`src/rtl/anc_audio_pkg.sv`:
```
// anc_audio_pkg: shared widths, FSM encoding and sample-to-duty conversion
package anc_audio_pkg;
    localparam int DATA_W   = 16;
    localparam int PWM_BITS = 10;
    localparam int MID_DUTY = 2 ** (PWM_BITS - 1);

    typedef enum logic {IDLE = 1'b0, RUN = 1'b1} state_t;

    // Top PWM_BITS bits of the sample with the sign bit flipped (offset binary)
    function automatic logic [PWM_BITS-1:0] to_duty(input logic [DATA_W-1:0] s);
        return {~s[DATA_W-1], s[DATA_W-2 -: PWM_BITS-1]};
    endfunction
endpackage

```
`src/rtl/anc_pwm_audio_out_if.sv`:
```
// anc_pwm_audio_out_if: valid/ready sample stream from the SPI receiver
interface anc_pwm_audio_out_if;
    import anc_audio_pkg::*;
    logic [DATA_W-1:0] SampleIn;
    logic              SampleValid;
    logic              SampleReady;
    modport master (output SampleIn, output SampleValid, input SampleReady);
    modport slave  (input SampleIn, input SampleValid, output SampleReady);
endinterface

```
`src/rtl/anc_pwm_carrier.sv`:
```
// anc_pwm_carrier: free-running PWM period counter with end-of-period strobe
module anc_pwm_carrier
    import anc_audio_pkg::*;
(
    input  logic                clk_i,
    input  logic                rst_ni,
    output logic [PWM_BITS-1:0] cnt_o,
    output logic                wrap_o
);
    logic [PWM_BITS-1:0] cnt_q;

    // Count 0..2**PWM_BITS-1 and roll over naturally
    always_ff @(posedge clk_i or negedge rst_ni) begin
        if (!rst_ni) cnt_q <= '0;
        else         cnt_q <= cnt_q + 1'b1;
    end

    assign cnt_o  = cnt_q;
    assign wrap_o = &cnt_q;
endmodule

```
`src/rtl/anc_pwm_audio_out.sv`:
```
// anc_pwm_audio_out: sample buffer + PWM speaker drive; PWM_UNDERRUN_CNT_EN adds UnderrunCount
module anc_pwm_audio_out
    import anc_audio_pkg::*;
(
    input  logic        Clk_100M,
    input  logic        ResetSwitch,
    anc_pwm_audio_out_if.slave smp,
    output logic        AudioL,
    output logic        AudioR,
    output logic        PwmActive,
`ifdef PWM_UNDERRUN_CNT_EN
    output logic [15:0] UnderrunCount,
`endif
    output logic        Underrun
);
    logic [PWM_BITS-1:0] cnt, duty_q, duty_d, pend_duty_q, pend_duty_d;
    logic                wrap, xfer, consume;
    logic                pend_v_q, pend_v_d, audio_q, audio_d, und_q, und_d;
    state_t              state_q, state_d;

    anc_pwm_carrier u_carrier (
        .clk_i  (Clk_100M),
        .rst_ni (ResetSwitch),
        .cnt_o  (cnt),
        .wrap_o (wrap)
    );

    // Transfer only into an empty slot, so it never overlaps a consuming wrap
    assign xfer    = smp.SampleValid && !pend_v_q;
    assign consume = wrap && pend_v_q;

    // Next state: duty swaps only at the period boundary to stay glitch-free
    always_comb begin
        state_d     = consume ? RUN : state_q;
        duty_d      = consume ? pend_duty_q : duty_q;
        pend_duty_d = xfer ? to_duty(smp.SampleIn) : pend_duty_q;
        pend_v_d    = xfer ? 1'b1 : (consume ? 1'b0 : pend_v_q);
        und_d       = wrap && !pend_v_q && (state_q == RUN);
        audio_d     = (state_q == RUN) && (cnt < duty_q);
    end

    // State and output registers
    always_ff @(posedge Clk_100M or negedge ResetSwitch) begin
        if (!ResetSwitch) begin
            state_q     <= IDLE;
            duty_q      <= PWM_BITS'(MID_DUTY);
            pend_duty_q <= '0;
            pend_v_q    <= 1'b0;
            audio_q     <= 1'b0;
            und_q       <= 1'b0;
        end else begin
            state_q     <= state_d;
            duty_q      <= duty_d;
            pend_duty_q <= pend_duty_d;
            pend_v_q    <= pend_v_d;
            audio_q     <= audio_d;
            und_q       <= und_d;
        end
    end

`ifdef PWM_UNDERRUN_CNT_EN
    logic [15:0] ucnt_q;

    // Saturating count of underrun pulses, updated with the pulse itself
    always_ff @(posedge Clk_100M or negedge ResetSwitch) begin
        if (!ResetSwitch) ucnt_q <= '0;
        else              ucnt_q <= ucnt_q + {15'd0, und_d && !(&ucnt_q)};
    end

    assign UnderrunCount = ucnt_q;
`endif

    assign smp.SampleReady = !pend_v_q;
    assign AudioL          = audio_q;
    assign AudioR          = audio_q;
    assign PwmActive       = (state_q == RUN);
    assign Underrun        = und_q;
endmodule

```
`src/flat_wrapper.sv`:
```
// flat-port wrapper written by rule: the top's interface ports become plain ports
module anc_pwm_audio_out_flat import anc_audio_pkg::*;
  (Clk_100M, ResetSwitch, AudioL, AudioR, PwmActive, Underrun, smp_SampleIn, smp_SampleValid, smp_SampleReady);
  anc_pwm_audio_out_if smp_i ();
  input  logic Clk_100M;
  input  logic ResetSwitch;
  output logic AudioL;
  output logic AudioR;
  output logic PwmActive;
  output logic Underrun;
  input wire logic [$bits(smp_i.SampleIn)-1:0] smp_SampleIn;
  input wire logic [$bits(smp_i.SampleValid)-1:0] smp_SampleValid;
  output wire logic [$bits(smp_i.SampleReady)-1:0] smp_SampleReady;
  assign smp_i.SampleIn = smp_SampleIn;
  assign smp_i.SampleValid = smp_SampleValid;
  assign smp_SampleReady = smp_i.SampleReady;
  anc_pwm_audio_out u_core (.Clk_100M(Clk_100M), .ResetSwitch(ResetSwitch), .smp(smp_i), .AudioL(AudioL), .AudioR(AudioR), .PwmActive(PwmActive), .Underrun(Underrun));
endmodule
```
`config.mk`:
```
export PLATFORM = sky130hd
export DESIGN_NAME = anc_pwm_audio_out_flat
export DESIGN_NICKNAME = d
export VERILOG_FILES = /design/src/rtl/anc_audio_pkg.sv /design/src/rtl/anc_pwm_audio_out_if.sv /design/src/rtl/anc_pwm_carrier.sv /design/src/rtl/anc_pwm_audio_out.sv /design/src/flat_wrapper.sv
export SDC_FILE = /design/constraint.sdc
export NUM_CORES = 1
export LEC_CHECK = 0
export BUFFER_PORTS_ARGS = -buffer_cell sky130_fd_sc_hd__buf_4
export CAP_MARGIN = 30
export CORE_ASPECT_RATIO = 1.75
export CORE_UTILIZATION = 40
export CTS_CLUSTER_DIAMETER = 100
export CTS_CLUSTER_SIZE = 40
export DETAILED_ROUTE_END_ITERATION = 16
export PLACE_DENSITY_LB_ADDON = 0.15
export SLEW_MARGIN = 20
export SYNTH_ARGS = -nofsm -noshare
export SYNTH_HDL_FRONTEND = slang
export SYNTH_SLANG_ARGS = --single-unit
export TNS_END_PERCENT = 50
```
`constraint.sdc`:
```
create_clock -name Clk_100M -period 1.76 [get_ports Clk_100M]
set_clock_uncertainty 0.2 [all_clocks]
set_input_delay 0.088 -clock Clk_100M [delete_from_list [all_inputs] [get_ports Clk_100M]]
set_output_delay 0.088 -clock Clk_100M [all_outputs]
set_load 0.005 [all_outputs]
```
### After elaboration in Yosys (flattened, before gate mapping)

Cells that the tools add are included.

| storage, ports and cells | value |
|---|---|
| register bits after elaboration | 34 |
| input port bits | 19 |
| output and inout port bits | 5 |
| logic and storage cells | 20 |

| cells by class | value |
|---|---|
| $add $sub $neg | 1 |
| $lt $le $gt $ge | 1 |
| mux-type cells | 2 |
| bitwise logic cells | 1 |
| reductions and logical operators | 8 |

Operators with widths:

| cell | count |
|---|---|
| adder 10 x 1 -> 10 bit (second input constant) | 1 |
| < comparator 10 bit | 1 |
| AND reduction 10 bit | 1 |
| logical AND 1 bit | 5 |
| two-way mux 1 bit | 2 |
| nonzero test 2 bit | 1 |
| zero test 1 bit | 1 |
| NOT 1 bit | 1 |

### Depth between registers and ports, before layout

Gate-level depths: netlist (run 1).

| depth | value |
|---|---|
| depth in word-level cells | 4 |
| gate-level depth with buffers | 5 |
| depth with buffers taken out | 5 |

### Cells and area by module

A second synthesis (run 1) with hierarchy kept.

| second synthesis, totals | value |
|---|---|
| cell total of the unflattened synthesis | 141 |
| area, all modules | 1584.0 um^2 |

By module, submodules not included:

| module | times used | cells an instance | area an instance (um^2) | sequential area each (um^2) |
|---|---|---|---|---|
| anc_pwm_audio_out | 1 | 106 | 1154.9 | 601.8 |
| anc_pwm_carrier | 1 | 35 | 429.2 | 250.2 |

### Least setup slack after synthesis (run 1)

OpenSTA, ideal clock, no wires.

| path | value |
|---|---|
| kind | register to register |
| start | register u_core.u_carrier.cnt_q[2], in the netlist u_core.u_carrier.cnt_o[2] |
| end | register u_core.duty_q[0] |
| setup time | 125 ps |
| arrival | 1366 ps |
| required time | 1435 ps |
| slack | 68 ps |
| stages on the path, launching flop included | 6 |
| path buffers | 1 |
| period minus slack after synthesis | 1692 ps |
| cell sequence | dfrtp_1 > and4_1 > and2_4 > nand4_4 > buf_6 > mux2_4 |

| between the ends | value |
|---|---|
| word-level cells in the longest chain between the ends | 2 |

RTL lines:

| element | RTL line | RTL |
|---|---|---|
| start, declared | anc_pwm_carrier.sv:10 | `logic [PWM_BITS-1:0] cnt_q;` |
| start signal, assigned | anc_pwm_carrier.sv:15 | `else cnt_q <= cnt_q + 1'b1;` |
| AND reduction 10 bit | anc_pwm_carrier.sv:19 | `assign wrap_o = &cnt_q;` |
| logical AND 1 bit | anc_pwm_audio_out.sv:30 | `assign consume = wrap && pend_v_q;` |
| end signal, assigned | anc_pwm_audio_out.sv:46 | `duty_q <= PWM_BITS'(MID_DUTY);` |
| end signal, assigned | anc_pwm_audio_out.sv:53 | `duty_q <= duty_d;` |
| end, declared | anc_pwm_audio_out.sv:16 | `logic [PWM_BITS-1:0] cnt, duty_q, duty_d, pend_duty_q, pend_duty_d;` |

Every way passes these cells.
A chain may end at the register's enable or synchronous reset.

### Worst setup path after layout (run 1)

| path | value |
|---|---|
| start | register u_core.u_carrier.cnt_q[1], in the netlist u_core.u_carrier.cnt_o[1] |
| end | register u_core.audio_q, in the netlist u_core.AudioL |

| between the ends | value |
|---|---|
| word-level cells in the longest chain between the ends | 2 |

RTL lines:

| element | RTL line | RTL |
|---|---|---|
| < comparator 10 bit | anc_pwm_audio_out.sv:39 | `audio_d = (state_q == RUN) && (cnt < duty_q);` |
| logical AND 1 bit | anc_pwm_audio_out.sv:39 |  |
| named net u_core.audio_d | anc_pwm_audio_out.sv:18 | `logic pend_v_q, pend_v_d, audio_q, audio_d, und_q, und_d;` |
| end signal, assigned | anc_pwm_audio_out.sv:56 | `audio_q <= audio_d;` |
| end, declared | anc_pwm_audio_out.sv:18 |  |

The timed path passes the listed nets, and every way through them passes these cells.

==> results of run 1 <==
[final cells by class]
class                           count  area, um2
Tap cell                           46       57.6
Timing Repair Buffer               47        383
Fill cell                         305       1540
Sequential cell                    34        853
Inverter                           12       45.0
Clock inverter                      1       5.00
Clock buffer                        7       86.3
Multi-Input combinational cell     66        699
[logic make-up after synthesis]
logic type / Yosys count / share of synthesized area
flops: 34 / 0.547
compound gates: 8 / 0.0394
simple gates: 19 / 0.0843
fa+ha+maj: 10 / 0.0803
mux: 20 / 0.160
buf+inv: 15 / 0.0442
xor+xnor: 8 / 0.0450
[synth_stat cells, types with 2 or more instances]
master and instances:
dfrtp_1 33, inv_1 12, mux2_2 11, ha_1 10
mux2_4 7, xnor2_1 6, nand3_1 5, nand2b_1 3
nand4_1 3, a21oi_1 2, and3_1 2, mux2i_1 2
xor2_1 2
[state kept, by name, indices dropped and copies added, names as in the netlist]
signal and cells:
u_core.pend_v_q 1, u_core.pend_duty_q 10, u_core.duty_q 10, u_core.u_carrier.cnt_o 10
u_core.PwmActive 1, u_core.Underrun 1, u_core.AudioL 1
[per-layer routing]
metal | up-vias | wire (um)
met3 | 11 | 84
li1 | 501 | -
met2 | 20 | 1730
met1 | 532 | 1200
met5 | - | 0
met4 | 0 | 93
[worst max-delay path, delay by kind of cell (launching register included)]
kind	cells	cell delay (ps)
compound gates	3	670
flops	1	440
fa+ha+maj	1	280
[power groups by stage]
stage,Combinational (uW),Sequential [uW],Clock [uW]
after global routing,94.3,828,638
after global placement,63.2,839,0
final,85.1,825,586
after CTS,86.7,826,603
after detailed placement,65.7,841,0
after floorplan,27.4,836,0
[stage by stage]
| stage | utilization | area (um2) | total power, uW | TNS [ps] | cells |
|---|---|---|---|---|---|
| 2_1_floorplan | - | 1560 | 863 | 0 | 114 |
| 3_3_place_gp | 0.500 | 1830 | 902 | 0 | 189 |
| 3_5_place_dp | 0.500 | 1830 | 906 | -59.0 | 189 |
| 4_1_cts | 0.568 | 2080 | 1510 | 0 | 210 |
| 5_1_grt | 0.581 | 2130 | 1560 | 0 | 213 |
| 6_report | 0.581 | 2130 | 1500 | 0 | 213 |
[path summary, 6_finish.rpt]
check	from	endpoint	depth (start not counted)
max in group asynchronous	ResetSwitch	u_core.duty_q[9]	2
min in group Clk_100M	u_core.pend_duty_q[9]	u_core.duty_q[9]	2
worst min register to register	u_core.pend_duty_q[9]	u_core.duty_q[9]	2
worst min-delay path	ResetSwitch	u_core.duty_q[7]	2
worst max register to register	u_core.u_carrier.cnt_o[1]	u_core.AudioL	4
worst max-delay path	u_core.u_carrier.cnt_o[1]	u_core.AudioL	4
[timing repair]
| action | 4_1_cts | 5_1_grt |
|---|---|---|
| pin swaps | 1 | 5 |
| hold buffers | 12 | 0 |
| gates cloned | 1 | 0 |
| gates resized for setup | 4 | 6 |
| hold endpoints to repair | 45 | 0 |
| buffers inserted | 0 | 3 |
| endpoints found under the setup margin | 10 | 6 |
==> metrics.cfg, run 1 <==
[sta]
slew-limit-headroom=0.708
hold_viol=0
slew_viol_final=0
post-route-min-period_ps=1690
setup_ws_ps=68.6
holdWs_ps=85.9
min_period_over_period=0.961
rsz0062_at_grt=no
setup_violations=0
worst_pin_slew_ps=439
fmax_ghz=0.591

[route]
via_per_inst=5.00
routedWlPerCell_um=14.6
drc_errors=0
ant_nets=0
wirelength_um=3110
num_vias=1064
first_pass_iters=4
drt-initial-drc-count=9

[power_and_ir_drop]
pwr-share-clk=0.392
seqPwrFrac=0.552
power_switching_share=0.210
comb_power_share=0.057
p_leak_uw=0.00102
p_per_area_nw_per_um2=703
vdd_drop_max_uv=724
p_switching_uw=314
internal_power_uw=1180

[synthesis]
post-synth-top-area-fraction=0.530
ys_async_sr_fraction=1.00
ys.flop_type=dfrtp_1
synth_edf_count=0
synth_area_leader_cell=dfrtp_1
synth_cell_types=29
yosysSeqAreaShare=0.547
netlist_instances=114
synth_seq_cells=34
synth_area_leaders=dfrtp_1 53%, ha_1 8.0%, mux2_2 8.0%, mux2_4 6.7%, xnor2_1 3.4%
synth_nets=143
yosys_warnings=0
avgSynthCellArea_um2=13.7
synthesis.area_um2=1560

[final_layout]
mostFrequentLayoutCell=buf_4
antenna_cells=0
final_nets=195
drive_gt1_frac=0.437
area_delta_synth_final_pct=36.7
final_cell_mix=35 x buf_4, 32 x dfrtp_1, 12 x inv_1, 12 x dlygate4sd3_1, 11 x mux2_2

[worst_setup_path]
cp_max_fo=4
r2r_slack_ps=70
crit_chain=ha_1 > a21oi_1 > o221ai_2 > a221oi_2
slowest_delay_ps=440
arrival_ps=1680
required_ps=1740
worst_path_max_delay_cell=dfrtp_2
cp-end-kind=flip-flop
criticalPathCategory=flip-flop to flip-flop
crit_path_start_kind=flip-flop

[cts]
cts_made_buffers=5
insertion_delay_ps=280
htree_levels=2
clockRootBuffer=clkbuf_8
clk_pin_slew_ps=70
cts_max_path_buffers=2
cts_tree=yes
cts_num_sinks=34

[global_route]
antenna_found_initial=0
use_met3=0.0399
grt_pass1_wl_um=5460
busiest_layer=met2
grt_pass1_vias=1181
grt.total_usage=0.178
met2_usage=0.318
grt_overflow=0
grt_max_degree=35
grt_use_met1=0.192

[min_path]
hold_path_class=primary input to async pin

[die]
die-area_um2=4160
num_rows=29
die_h_um=84.6
ioPinCount=24
die_x_um=49.2
coreArea_um2=3660
initial_core_util=0.425

[placed_design]
post-place-ws_ps=-54.2
port_buffers=17
hpwl_um=2030
gp_congestion=0.762

[job]
max-cap-violations=0

[outcome]
status=complete, no violations

Power figures use the tool's default switching activity.
==> run 2: changes to the inputs <==
--- a/config.mk
+++ b/config.mk
@@ -8,11 +8,13 @@
 export BUFFER_PORTS_ARGS = -buffer_cell sky130_fd_sc_hd__buf_4
 export CAP_MARGIN = 30
 export CORE_ASPECT_RATIO = 1.75
-export CORE_UTILIZATION = 40
+export CORE_UTILIZATION = 50
+export CTS_BUF_LIST = sky130_fd_sc_hd__clkbuf_4 sky130_fd_sc_hd__clkbuf_8
 export CTS_CLUSTER_DIAMETER = 100
 export CTS_CLUSTER_SIZE = 40
 export DETAILED_ROUTE_END_ITERATION = 16
 export PLACE_DENSITY_LB_ADDON = 0.15
+export SETUP_SLACK_MARGIN = 0.1
 export SLEW_MARGIN = 20
 export SYNTH_ARGS = -nofsm -noshare
 export SYNTH_HDL_FRONTEND = slang
==> run 2 against run 1 <==
Sequential cell count unchanged. Via count down 3.4%. Clock power up 3%. Global-route usage grew 2.7 points. Utilization rose by 14 points. Sequential power barely moved. Worst hold slack worse by 4.4 ps. Sequential share of layout area increased by 0.13 points. Setup slack better by 22 ps. Critical endpoint unchanged. Largest cell class unchanged. Highest routed layer unchanged.
==> metrics.cfg, run 2 (synthesized netlist as in run 1, its figures left out) <==
[outcome]
status=complete, no violations

[worst_setup_path]
arrival_ps=1660  ; -20 ps
crit_path_start_kind=flip-flop
crit_buf_inv=1  ; +1
crit_chain=buf_4 > ha_1 > a21oi_1 > o221ai_2 > a221oi_1
slowest_delay_ps=380  ; -60 ps
required_ps=1750  ; about the same
criticalPathCategory=flip-flop to flip-flop
cp_top_family=compound AO/OA/AOI/OAI gates
cp-end-kind=flip-flop
cp_max_fo=2  ; -2
worst_path_max_delay_cell=dfrtp_1

[final_layout]
area_delta_synth_final_pct=36.1
final_nets=196  ; +0.51%
antenna_cells=0  ; unchanged
final_cell_mix=35 x buf_4, 33 x dfrtp_1, 12 x inv_1, 12 x dlygate4sd3_1, 11 x mux2_2
mostFrequentLayoutCell=buf_4
drive_gt1_frac=0.417  ; -0.0205

[route]
ant_nets=0  ; unchanged
drt-initial-drc-count=13  ; +4
num_vias=1028  ; -3.4%
routedWlPerCell_um=15.2  ; +4.5%
drc_errors=0  ; unchanged
first_pass_iters=4  ; unchanged
wirelength_um=2990  ; -3.8%
via_per_inst=5.24  ; +5.0%

[sta]
slew_viol_final=0  ; unchanged
worst_pin_slew_ps=416  ; -23.1 ps
setup_violations=0  ; unchanged
min_period_over_period=0.948  ; -0.0126
slew-limit-headroom=0.723  ; +0.0154
setup_ws_ps=90.7  ; +22.1 ps
fmax_ghz=0.599  ; +1.3%
holdWs_ps=81.5  ; -4.44 ps
hold_viol=0  ; unchanged
tns_ps=0  ; unchanged
post-route-min-period_ps=1670  ; -22.1 ps
rsz0062_at_grt=yes

[cts]
cts_made_buffers=5  ; unchanged
cts_tree=yes
htree_levels=2  ; unchanged
insertion_delay_ps=280  ; about the same
cts_num_sinks=34  ; unchanged
clk_pin_slew_ps=70  ; about the same
cts_max_path_buffers=2  ; unchanged
clockRootBuffer=clkbuf_8

[min_path]
hold_path_class=primary input to async pin

[placed_design]
port_buffers=17  ; unchanged
post-place-ws_ps=20.9  ; +75.1 ps
hpwl_um=2040  ; +0.40%
gp_congestion=0.842  ; +10%

[power_and_ir_drop]
p_per_area_nw_per_um2=716  ; +1.9%
seqPwrFrac=0.545  ; -0.007
vdd_drop_max_uv=538  ; -26%
pwr-share-clk=0.399  ; +0.007
p_total_uw=1520  ; +1.4%
internal_power_uw=1200  ; +1.3%
comb_power_share=0.057  ; about the same
p_leak_uw=0.00105  ; +3.0%
p_switching_uw=320  ; +1.9%
power_switching_share=0.211  ; +0.000870

[global_route]
grt_overflow=0  ; unchanged
antenna_found_initial=0  ; unchanged
grt_pass1_vias=1054  ; -11%
grt.total_usage=0.205  ; +0.0267
grt_max_degree=35  ; unchanged
grt_pass1_wl_um=4810  ; -12%

[die]
coreArea_um2=2930  ; -20%
die_x_um=44.2  ; -10%
die-area_um2=3350  ; -19%
die_h_um=75.8  ; -10%
ioPinCount=24  ; unchanged
initial_core_util=0.532  ; +0.107
num_rows=26  ; -10%

[job]
max-cap-violations=0  ; unchanged

[run 2: routing by layer]
layer	vias up	part of all wire	track usage
met3	4	0.021	0.0569
met1	508	0.39	0.220
met4	0	0.016	0.101
met5	-	0	0
met2	15	0.57	0.361
li1	501	-	-
[run 2: final timing paths]
path                                      startpoint                to  slack [ps]  cells past startpoint
max                        u_core.u_carrier.cnt_o[1]     u_core.AudioL          90                      5
max reg2reg                u_core.u_carrier.cnt_o[1]     u_core.AudioL          90                      5
min                                      ResetSwitch  u_core.PwmActive          80                      2
min reg2reg                    u_core.pend_duty_q[9]  u_core.duty_q[9]         290                      2
max in group asynchronous                ResetSwitch  u_core.duty_q[9]         950                      2
min in group Clk_100M          u_core.pend_duty_q[9]  u_core.duty_q[9]         290                      2
[run 2: area by class of cell]
cell class	instances	area, um2
inverters	12	45.0
well taps	28	35.0
repair buffers	49	428
clock buffers	7	90.1
fillers	207	808
clock inverters	1	5.00
flip-flops and latches	34	852
multi-input cells	65	664
[run 2: power by group through the flow]
stage / registers, uW / clock network, uW / logic, uW
2_1_floorplan: 836 / 0 / 27.4
3_3_place_gp: 838 / 0 / 62.9
3_5_place_dp: 842 / 0 / 66.2
4_1_cts: 827 / 621 / 87.5
5_1_grt: 830 / 645 / 94.4
6_report: 826 / 605 / 86.1
[run 2: stage by stage]
stage / cells / instance area, um2 / util
global route: 196 / 2120 / 0.724
detailed placement: 170 / 1800 / 0.615
CTS: 196 / 2120 / 0.724
global placement: 170 / 1800 / 0.615
floorplan: 114 / 1560 / -
finish: 196 / 2120 / 0.724
[run 2: what timing repair did]
item                                    CTS  global route
endpoints found under the setup margin   11            12
hold buffers                             12             0
gates resized for setup                   4             2
hold endpoints to repair                 45             0
gates cloned                              1             0
buffers inserted                          5             0
pin swaps                                 4             2
[run 2: worst reg2reg max path, stage by stage (launching register included)]
cell	delay, ps
dfrtp_1	380
buf_4	150
ha_1	260
a21oi_1	190
o221ai_2	120
a221oi_1	260
